**src/rtl/ram_arb_pkg.sv**
```systemverilog
// Shared types for the two-port RAM arbiter: ownership states and port indices.
package ram_arb_pkg;

    typedef enum logic [1:0] {
        IDLE = 2'd0,
        OWN0 = 2'd1,
        OWN1 = 2'd2
    } arb_state_e;

    localparam logic PORT0 = 1'b0;
    localparam logic PORT1 = 1'b1;

endpackage

```
**src/rtl/rr_pick2.sv**
```systemverilog
// Combinational two-way round-robin picker; on a tie the port that did not win last goes.
module rr_pick2
    import ram_arb_pkg::*;
(
    input  logic req0,
    input  logic req1,
    input  logic last,
    output logic gnt0,
    output logic gnt1
);

    assign gnt0 = req0 & (~req1 | (last == PORT1));
    assign gnt1 = req1 & (~req0 | (last == PORT0));

endmodule

```
**src/rtl/ram_arbiter.sv**
```systemverilog
// Two-master arbiter in front of a single-port RAM: one access per cycle,
// round-robin on contention, bounded locked bursts, registered read data.
//
// state | meaning
// IDLE  | no ownership, round-robin arbitration
// OWN0  | port 0 holds a locked burst
// OWN1  | port 1 holds a locked burst
module ram_arbiter
    import ram_arb_pkg::*;
#(
    parameter int WIDTH    = 16,
    parameter int DEPTH    = 3,
    parameter int MAX_LOCK = 4
) (
    input  logic             clk,
    input  logic             rst_n,
    input  logic             req0,
    input  logic             req1,
    input  logic             we0,
    input  logic             we1,
    input  logic             lock0,
    input  logic             lock1,
    input  logic [DEPTH-1:0] addr0,
    input  logic [DEPTH-1:0] addr1,
    input  logic [WIDTH-1:0] wdata0,
    input  logic [WIDTH-1:0] wdata1,
    output logic             gnt0,
    output logic             gnt1,
    output logic             rvalid0,
    output logic             rvalid1,
    output logic [WIDTH-1:0] rdata,
    output logic             ram_load,
    output logic [DEPTH-1:0] ram_address,
    output logic [WIDTH-1:0] ram_in,
    input  logic [WIDTH-1:0] ram_out
);

    localparam int LOCK_W = $clog2(MAX_LOCK);
    localparam logic [LOCK_W-1:0] LOCK_LAST = LOCK_W'(MAX_LOCK - 1);

    arb_state_e        state_q, state_d;
    logic              last_q, last_d;
    logic [LOCK_W-1:0] lock_cnt_q, lock_cnt_d, base_cnt;
    logic              rvalid0_q, rvalid0_d, rvalid1_q, rvalid1_d;
    logic [WIDTH-1:0]  rdata_q, rdata_d;
    logic              pick0, pick1, own_hit0, own_hit1;

    rr_pick2 u_pick (
        .req0 (req0),
        .req1 (req1),
        .last (last_q),
        .gnt0 (pick0),
        .gnt1 (pick1)
    );

    // An owner that still requests wins outright; otherwise fall back to round-robin.
    always_comb begin
        own_hit0 = (state_q == OWN0) && req0;
        own_hit1 = (state_q == OWN1) && req1;
        gnt0     = 1'b0;
        gnt1     = 1'b0;
        if (rst_n) begin
            if (own_hit0) begin
                gnt0 = 1'b1;
            end else if (own_hit1) begin
                gnt1 = 1'b1;
            end else begin
                gnt0 = pick0;
                gnt1 = pick1;
            end
        end
    end

    assign ram_address = gnt1 ? addr1 : addr0;
    assign ram_in      = gnt1 ? wdata1 : wdata0;
    assign ram_load    = (gnt0 & we0) | (gnt1 & we1);

    // A fresh grant from normal arbitration starts its burst count at zero.
    always_comb begin
        base_cnt   = (own_hit0 || own_hit1) ? lock_cnt_q : '0;
        state_d    = IDLE;
        lock_cnt_d = '0;
        last_d     = last_q;
        rvalid0_d  = gnt0 & ~we0;
        rvalid1_d  = gnt1 & ~we1;
        rdata_d    = (rvalid0_d | rvalid1_d) ? ram_out : rdata_q;
        if (gnt0) begin
            last_d = PORT0;
            if (lock0 && (base_cnt < LOCK_LAST)) begin
                state_d    = OWN0;
                lock_cnt_d = base_cnt + LOCK_W'(1);
            end
        end else if (gnt1) begin
            last_d = PORT1;
            if (lock1 && (base_cnt < LOCK_LAST)) begin
                state_d    = OWN1;
                lock_cnt_d = base_cnt + LOCK_W'(1);
            end
        end
    end

    always_ff @(posedge clk) begin
        if (!rst_n) begin
            state_q    <= IDLE;
            last_q     <= PORT1;
            lock_cnt_q <= '0;
            rvalid0_q  <= 1'b0;
            rvalid1_q  <= 1'b0;
            rdata_q    <= '0;
        end else begin
            state_q    <= state_d;
            last_q     <= last_d;
            lock_cnt_q <= lock_cnt_d;
            rvalid0_q  <= rvalid0_d;
            rvalid1_q  <= rvalid1_d;
            rdata_q    <= rdata_d;
        end
    end

    assign rvalid0 = rvalid0_q;
    assign rvalid1 = rvalid1_q;
    assign rdata   = rdata_q;

endmodule

```
**config.mk**
```make
export PLATFORM = sky130hd
export DESIGN_NAME = ram_arbiter
export DESIGN_NICKNAME = d
export VERILOG_FILES = /design/src/rtl/ram_arb_pkg.sv /design/src/rtl/rr_pick2.sv /design/src/rtl/ram_arbiter.sv
export SDC_FILE = /design/constraint.sdc
export NUM_CORES = 1
export LEC_CHECK = 0
export ABC_CLOCK_PERIOD_IN_PS = 1800
export CAP_MARGIN = 0
export CORE_ASPECT_RATIO = 1.2
export CORE_MARGIN = 2
export CORE_UTILIZATION = 29
export DETAILED_ROUTE_END_ITERATION = 16
export PLACE_DENSITY = 0.83
export RECOVER_POWER = 100
export SLEW_MARGIN = 20
export SYNTH_ARGS = -nofsm -noshare
export SYNTH_HDL_FRONTEND = slang
export SYNTH_SLANG_ARGS = --single-unit
```
**constraint.sdc**
```tcl
create_clock -name clk -period 1.8 [get_ports clk]
set_clock_uncertainty 0.2 [all_clocks]
set_input_delay 0.27 -clock clk [delete_from_list [all_inputs] [get_ports clk]]
set_output_delay 0.27 -clock clk [all_outputs]
set_load 0.1 [all_outputs]
```
# --- Word level (Yosys, flattened, before mapping) ---
# Cells that the tools add are included.
word_totals:
  ff_bits: 23
  in_bits: 62
  output_inout_bits: 40
  wordCells: 50
op_classes:
  n_addsub: 1
  n_lt_le_gt_ge: 1
  eq_ne: 2
  muxes: 19
  n_bitwise: 15
  n_reduce_logical: 6
op_table:
  columns: ["op", "count"]
  rows:
  - ["16-bit two-way mux", 1]
  - ["2-bit two-way mux", 8]
  - ["1-bit two-way mux", 9]
  - ["1-bit AND", 6]
  - ["1-bit inverter", 5]
  - ["1-bit logical AND", 4]
  - ["1-bit bitwise OR", 4]
  - ["3-bit two-way mux", 1]
  - ["2-bit by 1-bit adder with 2-bit output (second input constant)", 1]
  - ["2-bit by 1-bit == test with 1-bit output (second input constant)", 1]
  - ["2-bit == test (second input constant)", 1]
  - ["2-bit < comparator (second input constant)", 1]
  - ["2-bit nonzero test", 1]
  - ["1-bit logical OR", 1]

# --- Depth between registers and ports, before layout ---
logic_depth:
  depth_word: 9
  depth_mapped: 6
  ltp_nobuf: 6

# --- Cells and area by module ---
# Synthesis repeated with hierarchy kept, for this count alone.
unflattened:
  cells_unflattened: 137
  hier_area_um2: 1297.5
modules_own_cells:
  columns: ["module", "instances", "cells_per_inst", "area_each_um2", "seq_area_each_um2"]
  rows:
  - ["ram_arbiter", 1, 134, 1278.7, 460.4]
  - ["rr_pick2", 1, 3, 18.8, 0.0]

# --- Worst setup path after synthesis ---
# No wires, ideal clock.
synth_path:
  kind: "reg-to-output"
  startpoint: "register state_q[1]"
  endpoint: "output port ram_load"
  arrival_ns: 2.235
  t_required_ns: 1.330
  path_slack_ns: -0.905
  stages_incl_launch_ff: 5
  path_buffers: 0
  path_cell_list: "dfxtp_1 > and2b_1 > o2111ai_4 > inv_1 > a22o_1"
synth_between:
  elab_chain_len: 7
  elab_cells_between_ends: 13
  classes_between: "eq/ne (2); mux (6); bitwise (3); reduce/logical (2)"
synth_rtl:
  columns: ["item", "line_no", "rtl"]
  rows:
  - ["start: declaration", "ram_arbiter.sv:41", "arb_state_e state_q, state_d;"]
  - ["start signal: assignment", "ram_arbiter.sv:111", "state_q <= state_d;"]
  - ["2-bit == test", "ram_arbiter.sv:59", "own_hit1 = (state_q == OWN1) && req1;"]
  - ["1-bit logical AND", "ram_arbiter.sv:59", null]
  - ["1-bit two-way mux", "ram_arbiter.sv:65", "end else if (own_hit1) begin"]
  - ["1-bit two-way mux *", "ram_arbiter.sv:63", "if (own_hit0) begin"]
  - ["1-bit two-way mux *", "ram_arbiter.sv:62", "if (rst_n) begin"]
  - ["via gnt0", "ram_arbiter.sv:27", "output logic gnt0,"]
  - ["1-bit AND *", "ram_arbiter.sv:76", "assign ram_load = (gnt0 & we0) | (gnt1 & we1);"]
  - ["1-bit bitwise OR *", "ram_arbiter.sv:76", null]
  - ["end: declaration", "ram_arbiter.sv:32", "output logic ram_load,"]
# The timed path passes the listed nets; every way through them passes the cells marked *.

# --- Final worst setup path ---
layout_path:
  startpoint: "register state_q[0]"
  endpoint: "output port ram_load"
layout_between:
  elab_chain_len: 7
  elab_cells_between_ends: 13
  classes_between: "eq/ne (2); mux (6); bitwise (3); reduce/logical (2)"
layout_rtl:
  columns: ["item", "line_no"]
  rows:
  - ["2-bit == test", "ram_arbiter.sv:59"]
  - ["1-bit logical AND", "ram_arbiter.sv:59"]
  - ["1-bit two-way mux", "ram_arbiter.sv:65"]
  - ["1-bit two-way mux", "ram_arbiter.sv:63"]
  - ["1-bit two-way mux", "ram_arbiter.sv:62"]
  - ["1-bit AND", "ram_arbiter.sv:76"]
  - ["1-bit bitwise OR *", "ram_arbiter.sv:76"]
# Mark *: on every way between the ends. The rest lies on a longest branch, timed or not.

==> flow_summary.ini <==
[flow_run]
maxCapViolCount = 0

[placement]
post-place-ws_ns = -0.533
port_buffers = 101
globalplace.congestion = 0.804
hpwl_um = 4030
placed_area_um2 = 2890

[run_status]
violations = negative setup slack
run_status = complete, but fails checks

[routing]
route.detailed.drc = 0
met2_length_um = 2910
route.met3.wl_um = 511
highest_layer = met4
drt-met1-wl_um = 2150
detail-route-antenna-nets = 0
drt_wl_total_um = 5680
wl_per_cell_um = 18.5
firstDrtPassIters = 4
viasPerCell = 4.73
drt-initial-drc-count = 38
vias = 1453

[yosys]
synth_seq_cells = 23
synthAdderAreaFrac_pct = 1.02
synthMuxAreaShare_pct = 30.4
synth_top_area_share_pct = 37.4
synth_simple_gate_area_share_pct = 16.4
syn_area_um2 = 1230
synth_area_leader_cell = dfxtp_1
ys_types = 25
syn_nets = 189
synth_compound_area_share_pct = 9.55
synth_warnings = 0
syn_area_per_cell_um2 = 9.77
synthXorXnorAreaFrac_pct = 0
syn_inst = 126
synth.area.top_cells = dfxtp_1 37%, mux2i_1 13%, nand2_1 11%, mux2_1 9.1%, mux2_2 8.2%
ys_seq_area_share_pct = 37.4
synth_top_family_by_area = multiplexers

[cells_and_area]
design_area_um2 = 2820
area_growth_pct = 129
drive_above_1_share_pct = 41.5
n_antenna_cell = 0
nets = 317

[global_routing]
grt_pass1_wl_um = 8710
grt_overflow = 0
grt_pass1_vias = 1534
antenna_found_initial = 0
grt_max_degree = 27
track_usage_pct = 24.1

[power]
fin_total_pwr_mw = 1.89
vdd_ir_drop_max_mv = 0.518
cellPowerDensity_nw_per_um2 = 671
p_leak_nw = 1.28

[clocking]
ctsHoldBuffers = 0
cts_max_path_buffers = 2
clkSinkCount = 23
root_buffer = clkbuf_8
cts_buffers = 3
clk_pin_slew_ns = 0.08
clk_latency_ns = 0.26
cts_tree = done
h-tree-depth = 1

[die]
initial_core_util_pct = 30.8
rows = 25
ios = 102
dieArea_um2 = 4780
die_y_um = 75.4
dieWidth_um = 63.5
coreArea_um2 = 4000

[sta]
min_period_ns = 2.33
finalCritPeriodShare_pct = 129
holdWs_ns = 0.259
worst_pin_slew_ns = 0.584
slew_headroom_pct = 61.2
timing_hold_violations_final = 0
max_freq_ghz = 0.430
setup-violations-final = 42
layout_setup_ws_ns = -0.528
setup_tns_ns = -17.24
rsz0062_at_grt = yes
timing.final.max_slew_violations = 0

[worst_setup_path]
crit_fanout = 2
arrival_ns = 1.86
start_kind = flip-flop
path_class = flip-flop to output pin
cp.required_ns = 1.33
worst_setup_path_end_kind = output pin

[hold_path]
hold_path.class = flip-flop to flip-flop
worst max-delay path, stage by stage (launching register included):
cell	delay, ns
dfxtp_2	0.33
buf_4	0.14
buf_6	0.11
and2b_2	0.21
o2111ai_4	0.24
clkinvlp_4	0.17
a22o_4	0.24
buf_12	0.16
flip-flops by register name, indices dropped and copies added, names as in the netlist:
register,cells
last_q,1
state_q,2
rvalid0,1
rdata,16
lock_cnt_q,2
rvalid1,1
Yosys cell counts:
| cell | number |
|---|---|
| o211ai_1 | 1 |
| inv_1 | 4 |
| a22o_1 | 1 |
| nand3b_1 | 3 |
| nand2b_1 | 2 |
| mux2_2 | 9 |
| and2b_1 | 2 |
| o21ai_0 | 1 |
| buf_8 | 1 |
| nor2_1 | 2 |
| and2_1 | 2 |
| dfxtp_1 | 23 |
| mux2i_1 | 16 |
| buf_4 | 2 |
| clkbuf_1 | 3 |
| o2111ai_4 | 2 |
| o22ai_4 | 1 |
| a2111o_1 | 1 |
| a21boi_1 | 1 |
| nand2_1 | 35 |
| a21oi_1 | 1 |
| buf_2 | 1 |
| ha_1 | 1 |
| inv_2 | 1 |
| mux2_1 | 10 |
final cells by class:
type                            count  area (um^2)
Inverter                            5         25.0
Clock buffer                        4         45.0
Multi-Input combinational cell     91          811
Timing Repair Buffer              130         1410
Fill cell                         290         1180
Sequential cell                    23          463
Tap cell                           54         67.6
metrics by stage:
stage / instances / util [%]
6_report: 307 / 70.5
5_1_grt: 307 / 70.5
4_1_cts: 307 / 78.0
3_5_place_dp: 289 / 72.1
3_3_place_gp: 289 / 72.1
2_1_floorplan: 126 / -
power breakdown:
part           leakage, nW  total [mW]  internal, mW  switching, mW
Combinational         1.07        1.03         0.413          0.618
Sequential           0.189       0.548         0.535         0.0131
Clock               0.0228       0.316         0.158          0.158
Total                 1.28        1.89          1.11          0.789
cells by family after synthesis:
kind of cell,Yosys count
fa+ha+maj,1
mux,35
buf+inv,12
compound gates,9
flops,23
simple gates,46
worst paths after layout:
check,from,end,slack [ns],depth (start not counted)
setup / recovery,state_q[0]$_SDFF_PN0_,ram_load,-0.53,7
hold / removal,rdata[11]$_SDFFE_PN0P_,rdata[11]$_SDFFE_PN0P_,0.26,2
setup reg to reg,state_q[0]$_SDFF_PN0_,lock_cnt_q[1]$_SDFF_PN0_,-0.45,12
hold reg to reg,rdata[11]$_SDFFE_PN0P_,rdata[11]$_SDFFE_PN0P_,0.26,2
layer usage:
metal  GRT usage (%)  up-vias
met5               0        -
met3            7.68       12
met2            45.3       96
met4            6.04        0
li1                -      679
met1            26.6      666
cells in the final DEF, fill, tap and decap left out, types with 2 or more instances in the layout:
cell | synthesis | routed
o2111ai_4 | 2 | 2
buf_12 | 0 | 23
nand2b_1 | 2 | 2
clkbuf_8 | 0 | 3
mux2i_1 | 16 | 16
buf_6 | 0 | 7
and2_4 | 0 | 2
clkbuf_2 | 0 | 18
dfxtp_1 | 23 | 21
dfxtp_2 | 0 | 2
nor2_1 | 2 | 2
nand3b_1 | 3 | 3
nand2_1 | 35 | 34
dlygate4sd2_1 | 0 | 3
buf_4 | 2 | 20
inv_1 | 4 | 3
mux2_4 | 0 | 19
clkdlybuf4s50_1 | 0 | 58
timing repair:
item                                    CTS  global route
endpoints found under the setup margin   42            42
cloned                                    2             0
resized for setup                        21             2
pin swaps                                 8             5
buffers inserted                         13             2
Note: power is estimated with default switching activity, not from simulation.
